<file path="config.mk">
export PLATFORM = sky130hd
export DESIGN_NAME = lsu
export DESIGN_NICKNAME = d
export VERILOG_FILES = /design/src/rtl/riscy_pkg.sv /design/src/rtl/lsu_addr_chk.sv /design/src/rtl/lsu.sv
export SDC_FILE = /design/constraint.sdc
export NUM_CORES = 1
export LEC_CHECK = 0
export BUFFER_PORTS_ARGS = -buffer_cell sky130_fd_sc_hd__buf_2
export CORE_MARGIN = 10
export CORE_UTILIZATION = 47
export CTS_CLUSTER_SIZE = 12
export DETAILED_ROUTE_END_ITERATION = 8
export PLACE_DENSITY = 0.95
export SYNTH_ARGS = -nofsm -noshare
export SYNTH_HDL_FRONTEND = slang
export SYNTH_SLANG_ARGS = --single-unit
</file>
<file path="constraint.sdc">
create_clock -name clk -period 3.36 [get_ports clk]
set_input_delay 1.008 -clock clk [delete_from_list [all_inputs] [get_ports clk]]
set_output_delay 1.008 -clock clk [all_outputs]
set_load 0.05 [all_outputs]
</file>
<file path="src/rtl/riscy_pkg.sv">
// riscy_pkg
// Shared definitions for the riscy core slice: access-size encodings, the
// load/store unit state encoding and the RAM byte-address width.
// Ports: none (package).
package riscy_pkg;

  localparam int RAM_ADDR_W = 14;

  localparam logic [1:0] SIZE_BYTE = 2'b00;
  localparam logic [1:0] SIZE_HALF = 2'b01;
  localparam logic [1:0] SIZE_WORD = 2'b10;

  typedef enum logic [1:0] {
    LSU_IDLE    = 2'd0,
    LSU_ISSUE   = 2'd1,
    LSU_CAPTURE = 2'd2,
    LSU_RESP    = 2'd3
  } lsu_state_t;

endpackage

</file>
<file path="src/rtl/lsu_addr_chk.sv">
// lsu_addr_chk
// Purely combinational legality check for one load/store request, plus the
// RAM address that will actually be issued.
// Configuration macro: LSU_MISALIGN_TRAP_EN
//   defined   - misaligned half/word accesses are reported as faults
//   undefined - misaligned accesses are aligned down silently
// Ports:
//   size         in  2   access size (00 byte, 01 half, 10 word, 11 illegal)
//   addr         in  32  byte address from the request
//   fault        out 1   request must be rejected without touching RAM
//   aligned_addr out 14  RAM byte address to issue
module lsu_addr_chk
  import riscy_pkg::*;
(
  input  logic [1:0]            size,
  input  logic [31:0]           addr,
  output logic                  fault,
  output logic [RAM_ADDR_W-1:0] aligned_addr
);

`ifdef LSU_MISALIGN_TRAP_EN
  // Misaligned accesses trap, so the address never needs adjusting.
  logic misalign;

  always_comb begin
    misalign = ((size == SIZE_HALF) && addr[0]) ||
               ((size == SIZE_WORD) && (addr[1:0] != 2'b00));
    fault        = (size == 2'b11) || (|addr[31:RAM_ADDR_W]) || misalign;
    aligned_addr = addr[RAM_ADDR_W-1:0];
  end
`else
  // Without the trap, half accesses drop bit 0 and word accesses drop bits 1:0.
  always_comb begin
    fault        = (size == 2'b11) || (|addr[31:RAM_ADDR_W]);
    aligned_addr = addr[RAM_ADDR_W-1:0];
    if (size == SIZE_HALF) begin
      aligned_addr[0] = 1'b0;
    end else if (size == SIZE_WORD) begin
      aligned_addr[1:0] = 2'b00;
    end
  end
`endif

endmodule

</file>
<file path="src/rtl/lsu.sv">
// lsu
// Load/store unit: accepts one request at a time from execute, performs a
// single access on the data port of the 16 KiB ram and returns a response.
// Configuration macro: LSU_MISALIGN_TRAP_EN (tested only in lsu_addr_chk).
// Ports:
//   clk, reset (async, active-low)
//   req_valid/req_ready handshake; req_we, req_unsigned, req_size,
//   req_addr, req_wdata, req_rd request fields
//   resp_valid/resp_ready handshake; resp_rdata, resp_rd, resp_fault
//   ram_w_en, ram_u_en, ram_d_addr, ram_d_in, ram_d_size to the ram
//   ram_d_out from the ram, registered one cycle after the address
module lsu
  import riscy_pkg::*;
(
  input  logic                  clk,
  input  logic                  reset,
  input  logic                  req_valid,
  output logic                  req_ready,
  input  logic                  req_we,
  input  logic                  req_unsigned,
  input  logic [1:0]            req_size,
  input  logic [31:0]           req_addr,
  input  logic [31:0]           req_wdata,
  input  logic [4:0]            req_rd,
  output logic                  resp_valid,
  input  logic                  resp_ready,
  output logic [31:0]           resp_rdata,
  output logic [4:0]            resp_rd,
  output logic                  resp_fault,
  output logic                  ram_w_en,
  output logic                  ram_u_en,
  output logic [RAM_ADDR_W-1:0] ram_d_addr,
  output logic [31:0]           ram_d_in,
  output logic [1:0]            ram_d_size,
  input  logic [31:0]           ram_d_out
);

  lsu_state_t            state;
  logic                  we_q;
  logic                  chk_fault;
  logic [RAM_ADDR_W-1:0] chk_addr;

  lsu_addr_chk u_addr_chk (
    .size         (req_size),
    .addr         (req_addr),
    .fault        (chk_fault),
    .aligned_addr (chk_addr)
  );

  // req_ready also looks at reset so nothing is offered while held in reset.
  // ram_w_en is a pure state decode, so an async reset drops it immediately
  // and a store whose issue edge lands inside reset is never written.
  assign req_ready  = (state == LSU_IDLE) && reset;
  assign resp_valid = (state == LSU_RESP);
  assign ram_w_en   = (state == LSU_ISSUE) && we_q;

  // Faulting requests skip the ram_* registers entirely, so the RAM port
  // keeps its previous address/data and is never exercised for them.
  always_ff @(posedge clk or negedge reset) begin
    if (!reset) begin
      state      <= LSU_IDLE;
      we_q       <= 1'b0;
      resp_rdata <= 32'd0;
      resp_rd    <= 5'd0;
      resp_fault <= 1'b0;
      ram_u_en   <= 1'b0;
      ram_d_addr <= '0;
      ram_d_in   <= 32'd0;
      ram_d_size <= 2'b00;
    end else begin
      case (state)
        LSU_IDLE: begin
          if (req_valid) begin
            we_q       <= req_we;
            resp_rd    <= req_rd;
            resp_rdata <= 32'd0;
            resp_fault <= chk_fault;
            if (chk_fault) begin
              state <= LSU_RESP;
            end else begin
              ram_d_addr <= chk_addr;
              ram_d_size <= req_size;
              ram_u_en   <= req_unsigned;
              ram_d_in   <= req_wdata;
              state      <= LSU_ISSUE;
            end
          end
        end
        LSU_ISSUE: begin
          state <= we_q ? LSU_RESP : LSU_CAPTURE;
        end
        LSU_CAPTURE: begin
          resp_rdata <= ram_d_out;
          state      <= LSU_RESP;
        end
        LSU_RESP: begin
          if (resp_ready) begin
            state <= LSU_IDLE;
          end
        end
        default: begin
          state <= LSU_IDLE;
        end
      endcase
    end
  end

endmodule

</file>
; ---- Word-level counts from Yosys, hierarchy flattened
; Index checks and enable logic that the tools add are counted.
[totals]
register_bits = 90
input_bits = 109
output_inout_bits = 90
word_cells = 38
[op_classes]
eq_ne = 8
n_mux = 10
n_bitwise = 1
reduce_logical = 10
[op_table]
columns = op, n
row1 = case mux 32 bit (2 select lines), 1
row2 = 2-to-1 mux 32 bit, 1
row3 = OR reduction 18 bit, 1
row4 = equality test 2 bit (second input constant), 4
row5 = 2-to-1 mux 2 bit, 4
row6 = case mux 2 bit (4 select lines), 1
row7 = AND reduction 2 bit, 3
row8 = equality test 2 x 1 -> 1 bit (second input constant), 2
row9 = 2-to-1 mux 1 bit, 3
row10 = AND reduction 3 bit, 1
row11 = logical AND 1 bit, 2
row12 = logical NOT 2 bit, 1
row13 = inequality test 2 x 1 -> 1 bit (second input constant), 1
row14 = inequality test 2 bit (second input constant), 1
row15 = nonzero test 2 bit, 1
row16 = logical OR 1 bit, 1
row17 = NOT 1 bit, 1

; ---- Longest topological paths before layout
; Gate-level depths: netlist of run 1.
[depth]
depth_word = 5
mapped_depth = 8
ltp_nobuf = 6

; ---- Hierarchy
; A second synthesis of run 1 with hierarchy kept.
[hier_totals]
cells_unflattened = 235
area_unflattened_um2 = 3617.2
[modules_own_cells]
columns = mod, instances, cells_each, area_each_um2, seq_area_each_um2
row1 = lsu, 1, 213, 3453.3, 2252.2
row2 = lsu_addr_chk, 1, 22, 163.9, 0.0

; ---- Worst setup path after synthesis of run 1
; OpenSTA, ideal clock, no wires.
[synth_path]
kind = input-to-output
start = in reset
end = out req_ready
t_arrival_ns = 1.420
required_ns = 2.352
path_slack_ns = 0.932
path_stages = 1
path_buffers = 0
path_cell_list = and2_1
[synth_via]
elab_chain_cells = 1
[synth_rtl]
columns = element, line_no
row1 = from (decl), lsu.sv:16  ; input logic reset,
row2 = logical AND 1 bit, lsu.sv:53  ; assign req_ready = (state == LSU_IDLE) && reset;
row3 = to (decl), lsu.sv:18  ; output logic req_ready,
; Every way passes these cells.

; ---- Worst setup path after layout of run 1
[layout_path]
start = reg state[0]
end = out req_ready
[layout_via]
elab_chain_cells = 2
[layout_rtl]
columns = element, line_no
row1 = from (decl), lsu.sv:38  ; lsu_state_t state;
row2 = from (signal assigned), lsu.sv:90  ; state <= we_q ? LSU_RESP : LSU_CAPTURE;
row3 = logical NOT 2 bit, lsu.sv:53
row4 = logical AND 1 bit, lsu.sv:53
; Every way passes these cells.

==> summary.txt, run 1 <==
Floorplanning
  – Die H: 106 um
  – # IOs: 199
  – Floorplan core area: 7210 sq um
  – Die width: 106 um
  – Num rows: 31
  – Die Area: 11,300 sq um
  – Initial core utilization: 48.3%

Detailed routing
  – Routed Antenna Nets: 0
  – Drt first pass iters: 4
  – Detailed Route WL: 10,000 um
  – Routed vias: 2,682
  – Vias per cell: 5.02
  – DR WL/cell: 18.8 um
  – DRC viols: 0
  – DRT iter0 DRCs: 59

Worst setup path
  – Startpoint Class: register
  – Critical Path Max Stage Delay: 0.44 ns
  – Critical path arrival: 1.60 ns
  – WP data required: 2.35 ns
  – Slowest CP cell: dfrtp_1
  – CP top delay family: flip-flops
  – Setup CP Type: reg2out
  – Sequence of cells on the critical path: inv_1 > ha_1 > and2_1 > buf_2
  – Crit path max fanout: 8
  – CP Buf/Inv Count: 2
  – Endpoint class of the critical path: primary output

Clocking
  – Hold_buf cts: 0
  – CTS root buffer: clkbuf_8
  – Post-CTS sizing: 0
  – TritonCTS Buffers: 9
  – Clk_lat worst skew: 0.34 ns
  – Clk sinks: 90
  – H-tree levels: 3
  – TritonCTS clock tree: built
  – Max Root-Sink Buffers: 2
  – CTS clk-pin slew, worst paths: 0.09 ns
  – Post-CTS Setup Inserts: 0

Logic synthesis
  – Cell variety after synth: 24
  – EDFF count, synth: 0
  – Sequential cell area fraction in the yosys report: 64.6%
  – Synth Flop Type: dfrtp_1
  – #FFs+latches synth: 90
  – Post-synth top area share: 64.6%
  – Synth warnings: 0
  – Leading area contributor after synthesis: dfrtp_1
  – FFs w/ async S/R, synth: 100%
  – Post-Syn Instances: 229
  – Synthesized area per cell: 15.2 sq um
  – Post-synthesis net count: 342
  – Netlist Area Pre-Place: 3490 sq um
  – Largest cells by area after synthesis: dfrtp_1 (65%), mux2_2 (16%), a22o_1 (8.0%), buf_6 (1.6%), ha_1 (1.4%)

Placed design
  – Placed cells: 518
  – Placed Area: 4570 sq um
  – Pre-CTS setup slack: 0.504 ns
  – Hpwl dp: 8150 um
  – Placer Congestion: 0.905
  – PortBufs: 198

STA
  – Pin slew with the least headroom to its limit: 1.20 ns
  – Final min period: 2.61 ns
  – Period utilization: 77.6%
  – Worst hold slack: 0.491 ns
  – Max_slew headroom: 19.8%
  – Clock skew: 0.0120 ns
  – Final max-slew violation count: 0
  – Final setup vio count: 0
  – Setup TNS: 0 ns
  – RSZ-0062 raised after global routing: no
  – Setup WS post-layout: 0.751 ns
  – Peak Freq: 383 MHz
  – Endpoints failing hold: 0

Cells and area
  – Non-Filler Instances: 534
  – Design Area, Final: 4770 sq um
  – Share of layout cells above drive strength 1: 62.8%
  – Area grow syn2layout: 36.8%
  – # nets final: 543
  – N_diodes: 0

Pwr
  – PwrDens: 826 nW/um^2
  – Leakage Power: 2.73 nW
  – Peak VDD IR: 0.728 mV

GRT
  – Pin count of the biggest net entering global routing: 47
  – First-pass GRT wire length: 15,800 um
  – Vias in the first global route: 3,011
  – GRT overflow: 0
  – Initial antenna violation count: 0
  – GRT Resource Usage Total: 17.4%

Run status
  – Status: finished, final reports clean

Hold path
  – Min-Delay Path Class: reg2reg

Job
  – # Max-Cap Violations: 0
## metrics by stage
| step | util [%] | total power [mW] |
|---|---|---|
| floorplan | - | 2.74 |
| global placement | 63.3 | 3.19 |
| detailed placement | 63.3 | 3.24 |
| CTS | 66.1 | 3.99 |
| global route | 66.1 | 4.16 |
| finish | 66.1 | 3.94 |
## worst paths after layout
kind,end,depth (start not counted),slack [ns],start
setup / recovery,req_ready,4,0.75,state[0]$_DFFE_PN0P_
hold / removal,ram_d_size[0]$_DFFE_PN0P_,1,0.49,ram_d_size[0]$_DFFE_PN0P_
setup reg to reg,ram_d_in[14]$_DFFE_PN0P_,6,1.11,state[0]$_DFFE_PN0P_
hold reg to reg,ram_d_size[0]$_DFFE_PN0P_,1,0.49,ram_d_size[0]$_DFFE_PN0P_
max in group asynchronous,state[1]$_DFFE_PN0P_,3,1.63,reset
min in group asynchronous,resp_rdata[11]$_DFFE_PN0P_,2,0.76,reset
## placed cells by master, fill, tap and decap left out
cell type   instances
a21boi_2            1
a21oi_1             1
a22o_1             32
and2_1              3
buf_12              1
buf_2             197
buf_4               5
bufinv_16           1
clkbuf_8            9
clkinv_2            1
clkinv_4            2
clkinvlp_4          1
dfrtp_1            90
ha_1                4
inv_1               7
inv_6               2
mux2_1              3
mux2_2             50
mux2i_1             2
nand2_1             4
nand2_2             1
nand2b_1            1
nand4_1             1
nor2_1              3
nor3_4              1
nor4_1              4
o21ai_0             3
o31ai_1             3
or2_2               1
xnor2_1             1
## routing by layer
layer,vias to the layer above,track usage (%),routed length (um)
li1,1227,-,-
met1,1311,19.7,3950
met2,131,29.6,5020
met3,13,7.19,927
met4,0,5.03,118
met5,-,0,0
## flip-flops by register name, indices dropped and copies added, names as in the netlist
name and count:
resp_rd 5, ram_d_addr 14, ram_d_size 2, resp_rdata 32, resp_fault 1, we_q 1
ram_d_in 32, ram_u_en 1, state 2
## logic make-up after synthesis
logic type	Yosys count	share of synthesized area, %
XOR/XNOR	1	0.251
AO/OA/AOI/OAI	40	9.48
buffers and inverters	20	3.34
multiplexers	55	17.7
flip-flops	90	64.6
adder cells (fa/ha/maj)	4	1.44
AND/OR/NAND/NOR	19	3.19
## area by class of cell
cell class	count	area (sq um)
sequential	90	2250
timing repair buffer	203	1040
fill	564	2450
clock inverter	7	77.6
multi-input combinational	119	1120
inverter	7	26.3
clock buffer	9	124
tap	99	124
## where the power goes
group | total [mW] | internal [mW] | leakage, nW | switching, mW
Sequential | 1.44 | 1.31 | 1.18 | 0.127
Combinational | 1.76 | 0.518 | 1.45 | 1.24
Clock | 0.734 | 0.351 | 0.100 | 0.384
## cell usage after synthesis, types with 2 or more instances
master and instances:
ha_1 4, nor4_1 4, nor2_1 3, mux2_2 50
dfrtp_1 90, o31ai_1 3, and2_1 3, inv_1 7
mux2i_1 2, mux2_1 3, nand2_1 4, buf_2 3
a22o_1 32, clkbuf_1 5, o21ai_0 3, buf_6 5
Note: power is estimated with default switching activity, not from simulation.
==> run 2, diff against run 1 <==
Settings changed: CORE_UTILIZATION 47 to 39, PLACE_DENSITY 0.95 to 0.85.
Clock period 3.36 ns to 2.32 ns, I/O delays scaled along.
==> summary.txt, run 2 (synthesis gave the netlist of run 1 again) <==
Floorplanning
  – Floorplan core area: 8720 sq um
  – Num rows: 34
  – Die width: 115 um
  – Die Area: 13,100 sq um
  – Die H: 115 um
  – Initial core utilization: 40.0%
  – # IOs: 199

Worst setup path
  – CP Buf/Inv Count: 2
  – Startpoint Class: register
  – CP top delay family: flip-flops
  – WP data required: 1.62 ns
  – Critical Path Max Stage Delay: 0.44 ns
  – Crit path max fanout: 5
  – Slowest CP cell: dfrtp_1
  – Critical path arrival: 1.49 ns
  – Endpoint class of the critical path: primary output
  – Sequence of cells on the critical path: inv_1 > ha_1 > and2_1 > buf_2
  – Setup CP Type: reg2out

Cells and area
  – Most frequent cells in the layout: buf_2 (196), dfrtp_1 (90), mux2_2 (50)
  – Share of layout cells above drive strength 1: 62.9%
  – Commonest non-fill, non-tap cell in the layout: buf_2
  – Non-Filler Instances: 545
  – N_diodes: 0
  – # nets final: 546
  – Area grow syn2layout: 39.1%
  – Top flop regs: ram_d_in x32, resp_rdata x32, ram_d_addr x14

STA
  – Endpoints failing hold: 0
  – Final max-slew violation count: 0
  – Setup TNS: 0 ns
  – Max_slew headroom: 26.7%
  – Period utilization: 94.2%
  – Peak Freq: 457 MHz
  – Clock skew: 0.00743 ns
  – Pin slew with the least headroom to its limit: 1.10 ns
  – Setup WS post-layout: 0.134 ns
  – Final min period: 2.19 ns
  – RSZ-0062 raised after global routing: no
  – Final setup vio count: 0

Job
  – # Max-Cap Violations: 0

Clocking
  – CTS root buffer: clkbuf_8
  – H-tree levels: 3
  – TritonCTS clock tree: built
  – CTS clk-pin slew, worst paths: 0.09 ns
  – TritonCTS Buffers: 9
  – Clk sinks: 90
  – Clk_lat worst skew: 0.35 ns
  – Post-CTS Setup Inserts: 0
  – Max Root-Sink Buffers: 2
  – Hold_buf cts: 0

Pwr
  – Tot Pwr: 5.86 mW
  – Peak VDD IR: 0.695 mV
  – Leakage Power: 2.75 nW
  – PwrDens: 1210 nW/um^2

Detailed routing
  – Detailed Route WL: 9700 um
  – Routed vias: 2,647
  – Drt first pass iters: 4
  – DRT iter0 DRCs: 83
  – DR WL/cell: 17.8 um
  – Routed Antenna Nets: 0
  – Vias per cell: 4.86
  – DRC viols: 0

GRT
  – GRT overflow: 0
  – Pin count of the biggest net entering global routing: 55
  – Vias in the first global route: 2,955
  – Initial antenna violation count: 1
  – First-pass GRT wire length: 14,700 um
  – GRT Resource Usage Total: 13.9%

Placed design
  – Placed cells: 530
  – Hpwl dp: 7640 um
  – Placer Congestion: 0.756
  – Pre-CTS setup slack: -0.0701 ns
  – PortBufs: 198

Hold path
  – Min-Delay Path Class: in2async

Run status
  – Status: finished, final reports clean
## run 2: cell count changes in the layout (fill, tap and decap cells not counted)
cell	before	now
ha_1	4	3
clkinvlp_4	1	0
inv_6	2	0
buf_4	5	8
ha_4	0	1
clkinv_4	2	1
clkbuf_4	0	1
buf_2	197	196
bufinv_16	1	3
clkbuf_1	0	1
## run 2: metal layers
metal | track usage, % | routed length (um) | share of wire (%) | vias up
li1 | - | - | - | 1224
met1 | 15.4 | 3800 | 39 | 1285
met2 | 23.7 | 4830 | 50 | 120
met3 | 5.40 | 929 | 9.6 | 16
met4 | 4.85 | 131 | 1.3 | 2
met5 | 0 | 13 | 0.13 | -
## run 2: cell type report
| type | instances | area [sq um] |
|---|---|---|
| clock buffers | 10 | 128 |
| clock inverters | 5 | 104 |
| fillers | 726 | 3870 |
| inverters | 7 | 26.3 |
| multi-input cells | 119 | 1130 |
| flip-flops and latches | 90 | 2250 |
| well taps | 108 | 135 |
| repair buffers | 206 | 1070 |
## run 2: per-stage QoR
stage | area, sq um | util, % | hold slack [ns]
2_1_floorplan | 3490 | - | 0.400
3_3_place_gp | 4600 | 52.8 | 0.465
3_5_place_dp | 4600 | 52.8 | 0.474
4_1_cts | 4830 | 55.4 | 0.380
5_1_grt | 4850 | 55.6 | 0.410
6_report | 4850 | 55.6 | 0.379
## run 2: power by group
| part | switching, mW | internal [mW] | total [mW] |
|---|---|---|---|
| Combinational | 1.79 | 0.740 | 2.53 |
| Sequential | 0.191 | 1.90 | 2.10 |
| Clock | 0.531 | 0.711 | 1.24 |
| Total | 2.51 | 3.35 | 5.86 |
## run 2: what timing repair did
action | CTS | global route
endpoints found under the setup margin | 1 | 1
resized for setup | 1 | 2
endpoints found under the hold margin | 0 | 0
## run 2: final timing paths
path,from,end,slack (ns),depth (start not counted)
min in group clk,ram_d_in[0]$_DFFE_PN0P_,ram_d_in[0]$_DFFE_PN0P_,0.49,1
min,reset,ram_d_in[11]$_DFFE_PN0P_,0.38,2
min reg2reg,ram_d_in[0]$_DFFE_PN0P_,ram_d_in[0]$_DFFE_PN0P_,0.49,1
max in group asynchronous,reset,ram_d_in[28]$_DFFE_PN0P_,0.89,3
max,state[1]$_DFFE_PN0P_,ram_w_en,0.13,4
max reg2reg,state[1]$_DFFE_PN0P_,resp_rdata[28]$_DFFE_PN0P_,0.27,5
